$ cat config.mk
export PLATFORM = sky130hd
export DESIGN_NAME = stream_interpolator_flat
export DESIGN_NICKNAME = d
export VERILOG_FILES = /design/src/rtl/stream_interpolator_if.sv /design/src/rtl/stream_interpolator.sv /design/src/flat_wrapper.sv
export SDC_FILE = /design/constraint.sdc
export NUM_CORES = 1
export LEC_CHECK = 0
export ABC_CLOCK_PERIOD_IN_PS = 9200
export CAP_MARGIN = 0
export CELL_PAD_IN_SITES_DETAIL_PLACEMENT = 0
export CELL_PAD_IN_SITES_GLOBAL_PLACEMENT = 2
export CORE_MARGIN = 8
export CORE_UTILIZATION = 42
export DETAILED_ROUTE_END_ITERATION = 8
export GPL_ROUTABILITY_DRIVEN = 0
export GPL_TIMING_DRIVEN = 0
export PLACE_DENSITY_LB_ADDON = 0.1
export SLEW_MARGIN = 20
export SYNTH_ARGS = -nofsm -noshare
export SYNTH_HDL_FRONTEND = slang
export SYNTH_SLANG_ARGS = --single-unit
$ cat constraint.sdc
create_clock -name clock -period 9.2 [get_ports clock]
set_input_delay 1.38 -clock clock [delete_from_list [all_inputs] [get_ports clock]]
set_output_delay 1.38 -clock clock [all_outputs]
set_load 0.03 [all_outputs]
$ cat src/rtl/stream_interpolator_if.sv
// Valid/ready sample stream in, filtered result stream out, for stream_interpolator.
interface stream_interpolator_if #(
    parameter int unsigned DATA_W = 8,
    parameter int unsigned ACC_W  = 18
);
    logic              in_valid;
    logic              in_ready;
    logic [DATA_W-1:0] in_data;
    logic [1:0]        in_phase;
    logic [1:0]        in_mode;
    logic              in_last;
    logic              out_valid;
    logic              out_ready;
    logic [ACC_W-1:0]  out_data;
    logic              out_last;

    modport slave (
        input  in_valid, in_data, in_phase, in_mode, in_last, out_ready,
        output in_ready, out_valid, out_data, out_last
    );

    modport master (
        output in_valid, in_data, in_phase, in_mode, in_last, out_ready,
        input  in_ready, out_valid, out_data, out_last
    );
endinterface

$ cat src/rtl/stream_interpolator.sv
// Pipelined 8-tap sub-sample interpolator (window -> L1 partials -> output).
// Define STREAM_INTERP_APPROX_EN to build the lower-bit-OR adder tree for mode 3.
module stream_interpolator #(
    parameter int unsigned DATA_W     = 8,
    parameter int unsigned ACC_W      = 18,
    parameter int unsigned LOWER_BITS = 4
) (
    input  logic                  clock,
    input  logic                  reset,
    stream_interpolator_if.slave  s
);
    localparam int unsigned TAPS = 8;
    localparam logic [1:0] PH_A        = 2'd0;
    localparam logic [1:0] PH_B        = 2'd1;
    localparam logic [1:0] PH_INT      = 2'd3;
    localparam logic [1:0] MODE_SIMPLE = 2'd1;
    localparam logic [1:0] MODE_SHORT  = 2'd2;
`ifdef STREAM_INTERP_APPROX_EN
    localparam logic [1:0] MODE_APPROX = 2'd3;
`endif

    if (ACC_W < DATA_W + 8) begin : g_bad_acc_w
        $error("stream_interpolator: ACC_W must be >= DATA_W+8");
    end
    if (LOWER_BITS < 1 || LOWER_BITS > ACC_W - 1) begin : g_bad_lower_bits
        $error("stream_interpolator: LOWER_BITS must be in 1..ACC_W-1");
    end

    logic              en, accept, issue;
    logic [3:0]        fill;
    logic [DATA_W-1:0] win [TAPS];
    logic              w_valid, w_last;
    logic [1:0]        w_phase, w_mode;
    logic [ACC_W-1:0]  p  [TAPS];
    logic [ACC_W-1:0]  l1 [4];
    logic [ACC_W-1:0]  s1 [4];
    logic              s1_valid, s1_last;
    logic [ACC_W-1:0]  l2a, l2b, sum;
`ifdef STREAM_INTERP_APPROX_EN
    logic              s1_apx;
`endif

    assign en         = ~s.out_valid | s.out_ready;
    assign s.in_ready = en & ~reset;
    assign accept     = s.in_valid & s.in_ready;
    assign issue      = accept & (fill >= 4'd7);

    // Coefficient for window tap k; tables are listed w7 -> w0, so tap k is entry ~k.
    function automatic logic signed [7:0] coef(input logic [1:0] ph, input logic [1:0] md,
                                               input logic [2:0] k);
        logic signed [7:0] t [TAPS];
        if (ph == PH_INT) begin
            t = '{8'sd0, 8'sd0, 8'sd0, 8'sd0, 8'sd64, 8'sd0, 8'sd0, 8'sd0};
        end else if (md == MODE_SIMPLE) begin
            case (ph)
                PH_A:    t = '{-8'sd1, 8'sd4, -8'sd8, 8'sd64, 8'sd16, -8'sd4, 8'sd1, 8'sd0};
                PH_B:    t = '{-8'sd1, 8'sd4, -8'sd8, 8'sd32, 8'sd32, -8'sd8, 8'sd4, -8'sd1};
                default: t = '{8'sd0, 8'sd1, -8'sd4, 8'sd16, 8'sd64, -8'sd8, 8'sd4, -8'sd1};
            endcase
        end else if (md == MODE_SHORT) begin
            case (ph)
                PH_A:    t = '{8'sd0, 8'sd4, -8'sd10, 8'sd58, 8'sd17, -8'sd5, 8'sd0, 8'sd0};
                PH_B:    t = '{8'sd0, 8'sd4, -8'sd11, 8'sd40, 8'sd40, -8'sd11, 8'sd4, 8'sd0};
                default: t = '{8'sd0, -8'sd5, 8'sd17, 8'sd58, -8'sd10, 8'sd4, 8'sd0, 8'sd0};
            endcase
        end else begin
            case (ph)
                PH_A:    t = '{-8'sd1, 8'sd4, -8'sd10, 8'sd58, 8'sd17, -8'sd5, 8'sd1, 8'sd0};
                PH_B:    t = '{-8'sd1, 8'sd4, -8'sd11, 8'sd40, 8'sd40, -8'sd11, 8'sd4, -8'sd1};
                default: t = '{8'sd0, 8'sd1, -8'sd5, 8'sd17, 8'sd58, -8'sd10, 8'sd4, -8'sd1};
            endcase
        end
        return t[~k];
    endfunction

`ifdef STREAM_INTERP_APPROX_EN
    // Lower-bit-OR adder: low field ORed, upper field added with no carry-in.
    function automatic logic [ACC_W-1:0] tree_add(input logic [ACC_W-1:0] a, input logic [ACC_W-1:0] b,
                                                  input logic apx);
        logic [ACC_W-1:0] r;
        r = a + b;
        if (apx) begin
            r[LOWER_BITS-1:0]     = a[LOWER_BITS-1:0] | b[LOWER_BITS-1:0];
            r[ACC_W-1:LOWER_BITS] = a[ACC_W-1:LOWER_BITS] + b[ACC_W-1:LOWER_BITS];
        end
        return r;
    endfunction
`endif

    // Products and first adder level from the window stage.
    always_comb begin
        for (int unsigned k = 0; k < TAPS; k++) begin
            p[k] = ACC_W'($signed(ACC_W'(coef(w_phase, w_mode, 3'(k)))) * $signed(ACC_W'(win[k])));
        end
`ifdef STREAM_INTERP_APPROX_EN
        l1[0] = tree_add(p[7], p[6], w_mode == MODE_APPROX);
        l1[1] = tree_add(p[5], p[4], w_mode == MODE_APPROX);
        l1[2] = tree_add(p[3], p[2], w_mode == MODE_APPROX);
        l1[3] = tree_add(p[1], p[0], w_mode == MODE_APPROX);
`else
        l1[0] = p[7] + p[6];
        l1[1] = p[5] + p[4];
        l1[2] = p[3] + p[2];
        l1[3] = p[1] + p[0];
`endif
    end

    // Second and third adder levels from the L1 stage.
    always_comb begin
`ifdef STREAM_INTERP_APPROX_EN
        l2a = tree_add(s1[0], s1[1], s1_apx);
        l2b = tree_add(s1[2], s1[3], s1_apx);
        sum = tree_add(l2a, l2b, s1_apx);
`else
        l2a = s1[0] + s1[1];
        l2b = s1[2] + s1[3];
        sum = l2a + l2b;
`endif
    end

    // Window stage: shift on accept, fill counter saturates at 8 and clears on last.
    always_ff @(posedge clock or posedge reset) begin
        if (reset) begin
            fill    <= '0;
            w_valid <= 1'b0;
            w_last  <= 1'b0;
            w_phase <= '0;
            w_mode  <= '0;
            for (int unsigned k = 0; k < TAPS; k++) win[k] <= '0;
        end else if (en) begin
            w_valid <= issue;
            if (accept) begin
                for (int unsigned k = TAPS - 1; k > 0; k--) win[k] <= win[k-1];
                win[0]  <= s.in_data;
                w_phase <= s.in_phase;
                w_mode  <= s.in_mode;
                w_last  <= s.in_last;
                if (s.in_last)         fill <= '0;
                else if (fill != 4'd8) fill <= fill + 4'd1;
            end
        end
    end

    // L1 partial-sum stage.
    always_ff @(posedge clock or posedge reset) begin
        if (reset) begin
            s1_valid <= 1'b0;
            s1_last  <= 1'b0;
`ifdef STREAM_INTERP_APPROX_EN
            s1_apx   <= 1'b0;
`endif
            for (int unsigned k = 0; k < 4; k++) s1[k] <= '0;
        end else if (en) begin
            s1_valid <= w_valid;
            s1_last  <= w_last;
`ifdef STREAM_INTERP_APPROX_EN
            s1_apx   <= (w_mode == MODE_APPROX);
`endif
            if (w_valid) begin
                for (int unsigned k = 0; k < 4; k++) s1[k] <= l1[k];
            end
        end
    end

    // Output stage; holds while stalled.
    always_ff @(posedge clock or posedge reset) begin
        if (reset) begin
            s.out_valid <= 1'b0;
            s.out_data  <= '0;
            s.out_last  <= 1'b0;
        end else if (en) begin
            s.out_valid <= s1_valid;
            s.out_last  <= s1_valid & s1_last;
            if (s1_valid) s.out_data <= sum;
        end
    end
endmodule

$ cat src/flat_wrapper.sv
// flat-port wrapper written by rule: the top's interface ports become plain ports
module stream_interpolator_flat 
#(
    parameter int unsigned DATA_W     = 8,
    parameter int unsigned ACC_W      = 18,
    parameter int unsigned LOWER_BITS = 4
)
  (clock, reset, s_in_valid, s_in_data, s_in_phase, s_in_mode, s_in_last, s_out_ready, s_in_ready, s_out_valid, s_out_data, s_out_last);
  stream_interpolator_if #(.DATA_W(DATA_W), .ACC_W(ACC_W)) s_i ();
  input  logic clock;
  input  logic reset;
  input wire logic [$bits(s_i.in_valid)-1:0] s_in_valid;
  input wire logic [$bits(s_i.in_data)-1:0] s_in_data;
  input wire logic [$bits(s_i.in_phase)-1:0] s_in_phase;
  input wire logic [$bits(s_i.in_mode)-1:0] s_in_mode;
  input wire logic [$bits(s_i.in_last)-1:0] s_in_last;
  input wire logic [$bits(s_i.out_ready)-1:0] s_out_ready;
  output wire logic [$bits(s_i.in_ready)-1:0] s_in_ready;
  output wire logic [$bits(s_i.out_valid)-1:0] s_out_valid;
  output wire logic [$bits(s_i.out_data)-1:0] s_out_data;
  output wire logic [$bits(s_i.out_last)-1:0] s_out_last;
  assign s_i.in_valid = s_in_valid;
  assign s_i.in_data = s_in_data;
  assign s_i.in_phase = s_in_phase;
  assign s_i.in_mode = s_in_mode;
  assign s_i.in_last = s_in_last;
  assign s_i.out_ready = s_out_ready;
  assign s_in_ready = s_i.in_ready;
  assign s_out_valid = s_i.out_valid;
  assign s_out_data = s_i.out_data;
  assign s_out_last = s_i.out_last;
  stream_interpolator #(.DATA_W(DATA_W), .ACC_W(ACC_W), .LOWER_BITS(LOWER_BITS)) u_core (.clock(clock), .reset(reset), .s(s_i));
endmodule
==> reports/results.tsv <==
stage	metric	value	unit
clock_tree	Num CTS Buffers	17	
clock_tree	CTS max path bufs	2	
synth	synthesized area	25200	sq um
worst_hold_path	Worst Hold Class	reg -> reg	
clock_tree	# hold bufs at CTS	0	
floorplan	area of the die	68200	sq um
setup_path	Crit path largest cell delay	0.83	ns
detailed_routing	DR pass1 iterations	5	
setup_path	RR Startpoint	u_core.w_mode[1]	
synth	net count after synthesis	3471	
run_status	status	completed	
setup_path	Critical Path AT	8.60	ns
detailed_routing	via/cell ratio	5.12	
synth	number of flops mapped to enable cells by yosys	0	
setup_path	WP data required	9.58	ns
detailed_routing	DR iter-0 viols	902	
clock_tree	clk slew on worst S/H paths	0.07	ns
setup_path	critical path class	reg -> reg	
clock_tree	clk_lat worst skew	0.47	ns
worst_hold_path	Hold Path End	u_core.s1_last	
worst_hold_path	Hold Crit Depth	2	
setup_path	Reg2Reg Setup Slack	0.98	ns
sta	setup_tns	0	ns
final_layout	nets	3528	
sta	RSZ-0062 raised after global routing	no	
floorplan	die height	261	microns
global_route	vias in the first global route	19401	
job	Max Cap Viol	0	
sta	worst slew pin tran	1.09	ns
synth	Synth cell types	74	
worst_hold_path	Hold Crit Start	u_core.s1_last	
clock_tree	clk sinks	168	
clock_tree	Post-CTS Resized	0	
floorplan	I/O Pins	38	
synth	Main synth FF type	dfrtp_1	
floorplan	Row Count	90	
global_route	largest net degree at the start of global routing	87	
global_route	total gr overflow	0	
clock_tree	post-CTS setup buffer count	0	
clock_tree	H-tree depth	4	
global_route	All-Layer GR Usage	20.4	%
floorplan	Initial Utilization	42.1	%
synth	asr flop ratio synth	100	%
final_layout	P&R area growth vs syn	7.88	%
placed_design	Detailed Place HPWL	56.3	mm
sta	Final Hold Fails	0	
synth	Synth warnings	0	
global_route	initial antenna violation count	1	
detailed_routing	Via Count	18598	
final_layout	Diodes inserted	0	
synth	syn_area_per_cell	9.08	sq um
final_layout	share of layout cells above drive strength 1	4.99	%
sta	clock skew	0.0122	ns
detailed_routing	Routed wire per std cell	18.3	microns
placed_design	I/O Buffers	37	
synth	Seq cells post-synth	168	
setup_path	Critical Path Start Type	register	
sta	Slew headroom	26.8	%
floorplan	Core Box Area	59900	sq um
setup_path	slowest cell on the critical path	buf_1	
sta	FMAX	0.122	GHz
clock_tree	Clock Tree Root	clkbuf_16	
global_route	first-pass GRT wire length	108	mm
setup_path	Worst Setup End Kind	register	
final_layout	fillers	5922	
sta	min Tclk post-route	8.22	ns
setup_path	maximum fanout along the worst path	12	
sta	endpoints failing setup	0	
detailed_routing	DRC	0	
synth	sequential area share after synthesis	16.7	%
sta	final cycle utilization of the critical path	89.3	%
setup_path	Worst R2R Path Depth	29	
detailed_routing	DRT antenna net count	0	
clock_tree	CTS tree	built	
detailed_routing	Routed Wire Length	66.5	mm
synth	Synth Instances	2778	
setup_path	worst flop-to-flop path endpoint	u_core.s1[70]	
floorplan	die width	261	microns
sta	Pins Over Slew Limit	0	
## routing by layer
metal  global-route usage [%]  share of wire, %  wire [microns]  vias up
met5                        0                 0               0        -
met4                     4.29               1.7            1130        0
met3                     2.55               2.7            1790       38
met2                     35.0                49           32400      235
met1                     27.4                47           31100     9213
li1                         -                 -               -     9112
## through the flow
stage | hold WS, ns | cell area [sq um] | setup slack, ns | instances | util [%]
after floorplan | 0.440 | 25200 | 2.85 | 2778 | -
after global placement | 0.451 | 26600 | 0.587 | 3597 | 44.4
after detailed placement | 0.456 | 26600 | 1.12 | 3598 | 44.4
after CTS | 0.472 | 27200 | 1.09 | 3630 | 45.4
after global routing | 0.493 | 27200 | 0.360 | 3630 | 45.4
final | 0.468 | 27200 | 0.981 | 3630 | 45.4
## flip-flops by register name (all words and copies together), names as in the netlist
signal and cells:
u_core.win 64, u_core.s.out_valid 1, u_core.s.out_data 18, u_core.w_mode 2, u_core.s1_valid 1, u_core.w_last 1
u_core.fill 4, u_core.w_valid 1, u_core.s.out_last 1, u_core.w_phase 2, u_core.s1_last 1, u_core.s1 72
## layout make-up
| class | instances | area, sq um | area share [%] |
|---|---|---|---|
| multi-input cells | 2041 | 18900 | 69.4 |
| plain buffers | 68 | 259 | 0.952 |
| clock inverters | 14 | 163 | 0.598 |
| clock buffers | 18 | 429 | 1.58 |
| repair buffers | 38 | 398 | 1.46 |
| inverters | 501 | 1890 | 6.94 |
| flip-flops and latches | 168 | 4200 | 15.4 |
| well taps | 782 | 978 | 3.60 |
## worst max-delay path, delay by kind of cell (launching register included)
| family | cells | cell delay [ns] |
|---|---|---|
| and+or+nand+nor | 5 | 1.28 |
| adders and majority gates | 6 | 2.76 |
| buffers and inverters | 6 | 1.61 |
| DFF | 1 | 0.32 |
| xor gates and xnor gates | 2 | 0.28 |
| AOI/OAI and AO/OA | 10 | 1.86 |
## cells in the mapped netlist, types with 8 or more instances
master / count / area share, %
nor3_1: 24 / 0.48
o21a_1: 22 / 0.65
a21boi_0: 8 / 0.24
o31ai_1: 11 / 0.33
o21ai_0: 115 / 2.3
a21o_1: 46 / 1.4
a21oi_1: 101 / 2.0
ha_1: 405 / 20
and2_1: 116 / 2.9
clkbuf_1: 56 / 0.83
a211oi_1: 12 / 0.36
nor2_1: 150 / 2.2
nor2b_1: 35 / 0.87
a31oi_1: 9 / 0.22
inv_1: 500 / 7.4
o21bai_1: 18 / 0.54
mux2_2: 72 / 3.2
nand3_1: 29 / 0.58
xor2_1: 61 / 2.1
nand2_1: 241 / 3.6
fa_1: 271 / 22
o21ai_1: 19 / 0.38
dfrtp_1: 168 / 17
xnor2_1: 97 / 3.4
buf_1: 10 / 0.15
and3_1: 55 / 1.4
nand2b_1: 28 / 0.69
## how the worst max path moves through the flow
| stage | start | end | slack, ns |
|---|---|---|---|
| 5_1_grt | u_core.w_mode[1] | u_core.s1[70] | 0.36 |
| 6_report | u_core.w_mode[1] | u_core.s1[70] | 0.98 |
| 3_5_place_dp | u_core.w_mode[1] | u_core.s1[51] | 1.12 |
| 2_1_floorplan | u_core.w_mode[1] | u_core.s1[69] | 2.85 |
| 3_3_place_gp | reset | u_core.win[16] | 0.59 |
| 4_1_cts | u_core.w_mode[1] | u_core.s1[51] | 1.09 |
## cell families (layout without fill, tap and decap cells)
logic type	after synthesis	in the layout	share of synthesized area, %
flip-flops	168	168	16.7
multiplexers	72	72	3.21
XOR/XNOR	160	160	5.61
buffers and inverters	569	639	8.48
AO/OA/AOI/OAI	419	419	10.8
AND/OR/NAND/NOR	714	714	13.7
adder cells (fa/ha/maj)	676	676	41.6
## layout by cell type, fill, tap and decap left out, types with 7 or more instances in the layout
master,netlist,routed
a211oi_1,12,12
a21oi_1,101,101
xnor2_1,97,97
o21a_1,22,22
nand2b_1,28,28
clkdlybuf4s50_1,0,37
clkbuf_1,56,56
dfrtp_1,168,168
o211ai_1,7,7
a21o_1,46,46
a31oi_1,9,9
nand2_1,241,241
nor3_1,24,23
inv_1,500,499
o21ai_1,19,22
nor2_1,150,150
mux2_2,72,72
nand3_1,29,29
xor2_1,61,61
o21ai_0,115,112
fa_1,271,271
o21bai_1,18,18
or3_1,7,7
and3_1,55,55
ha_1,405,405
nor2b_1,35,35
or2_2,7,7
o31ai_1,11,11
a21boi_0,8,8
clkbuf_16,0,17
and2_1,116,116
buf_1,10,10
Power is not shown: default switching activity piles up to over one toggle a cycle in this logic, so the estimate is an artifact.
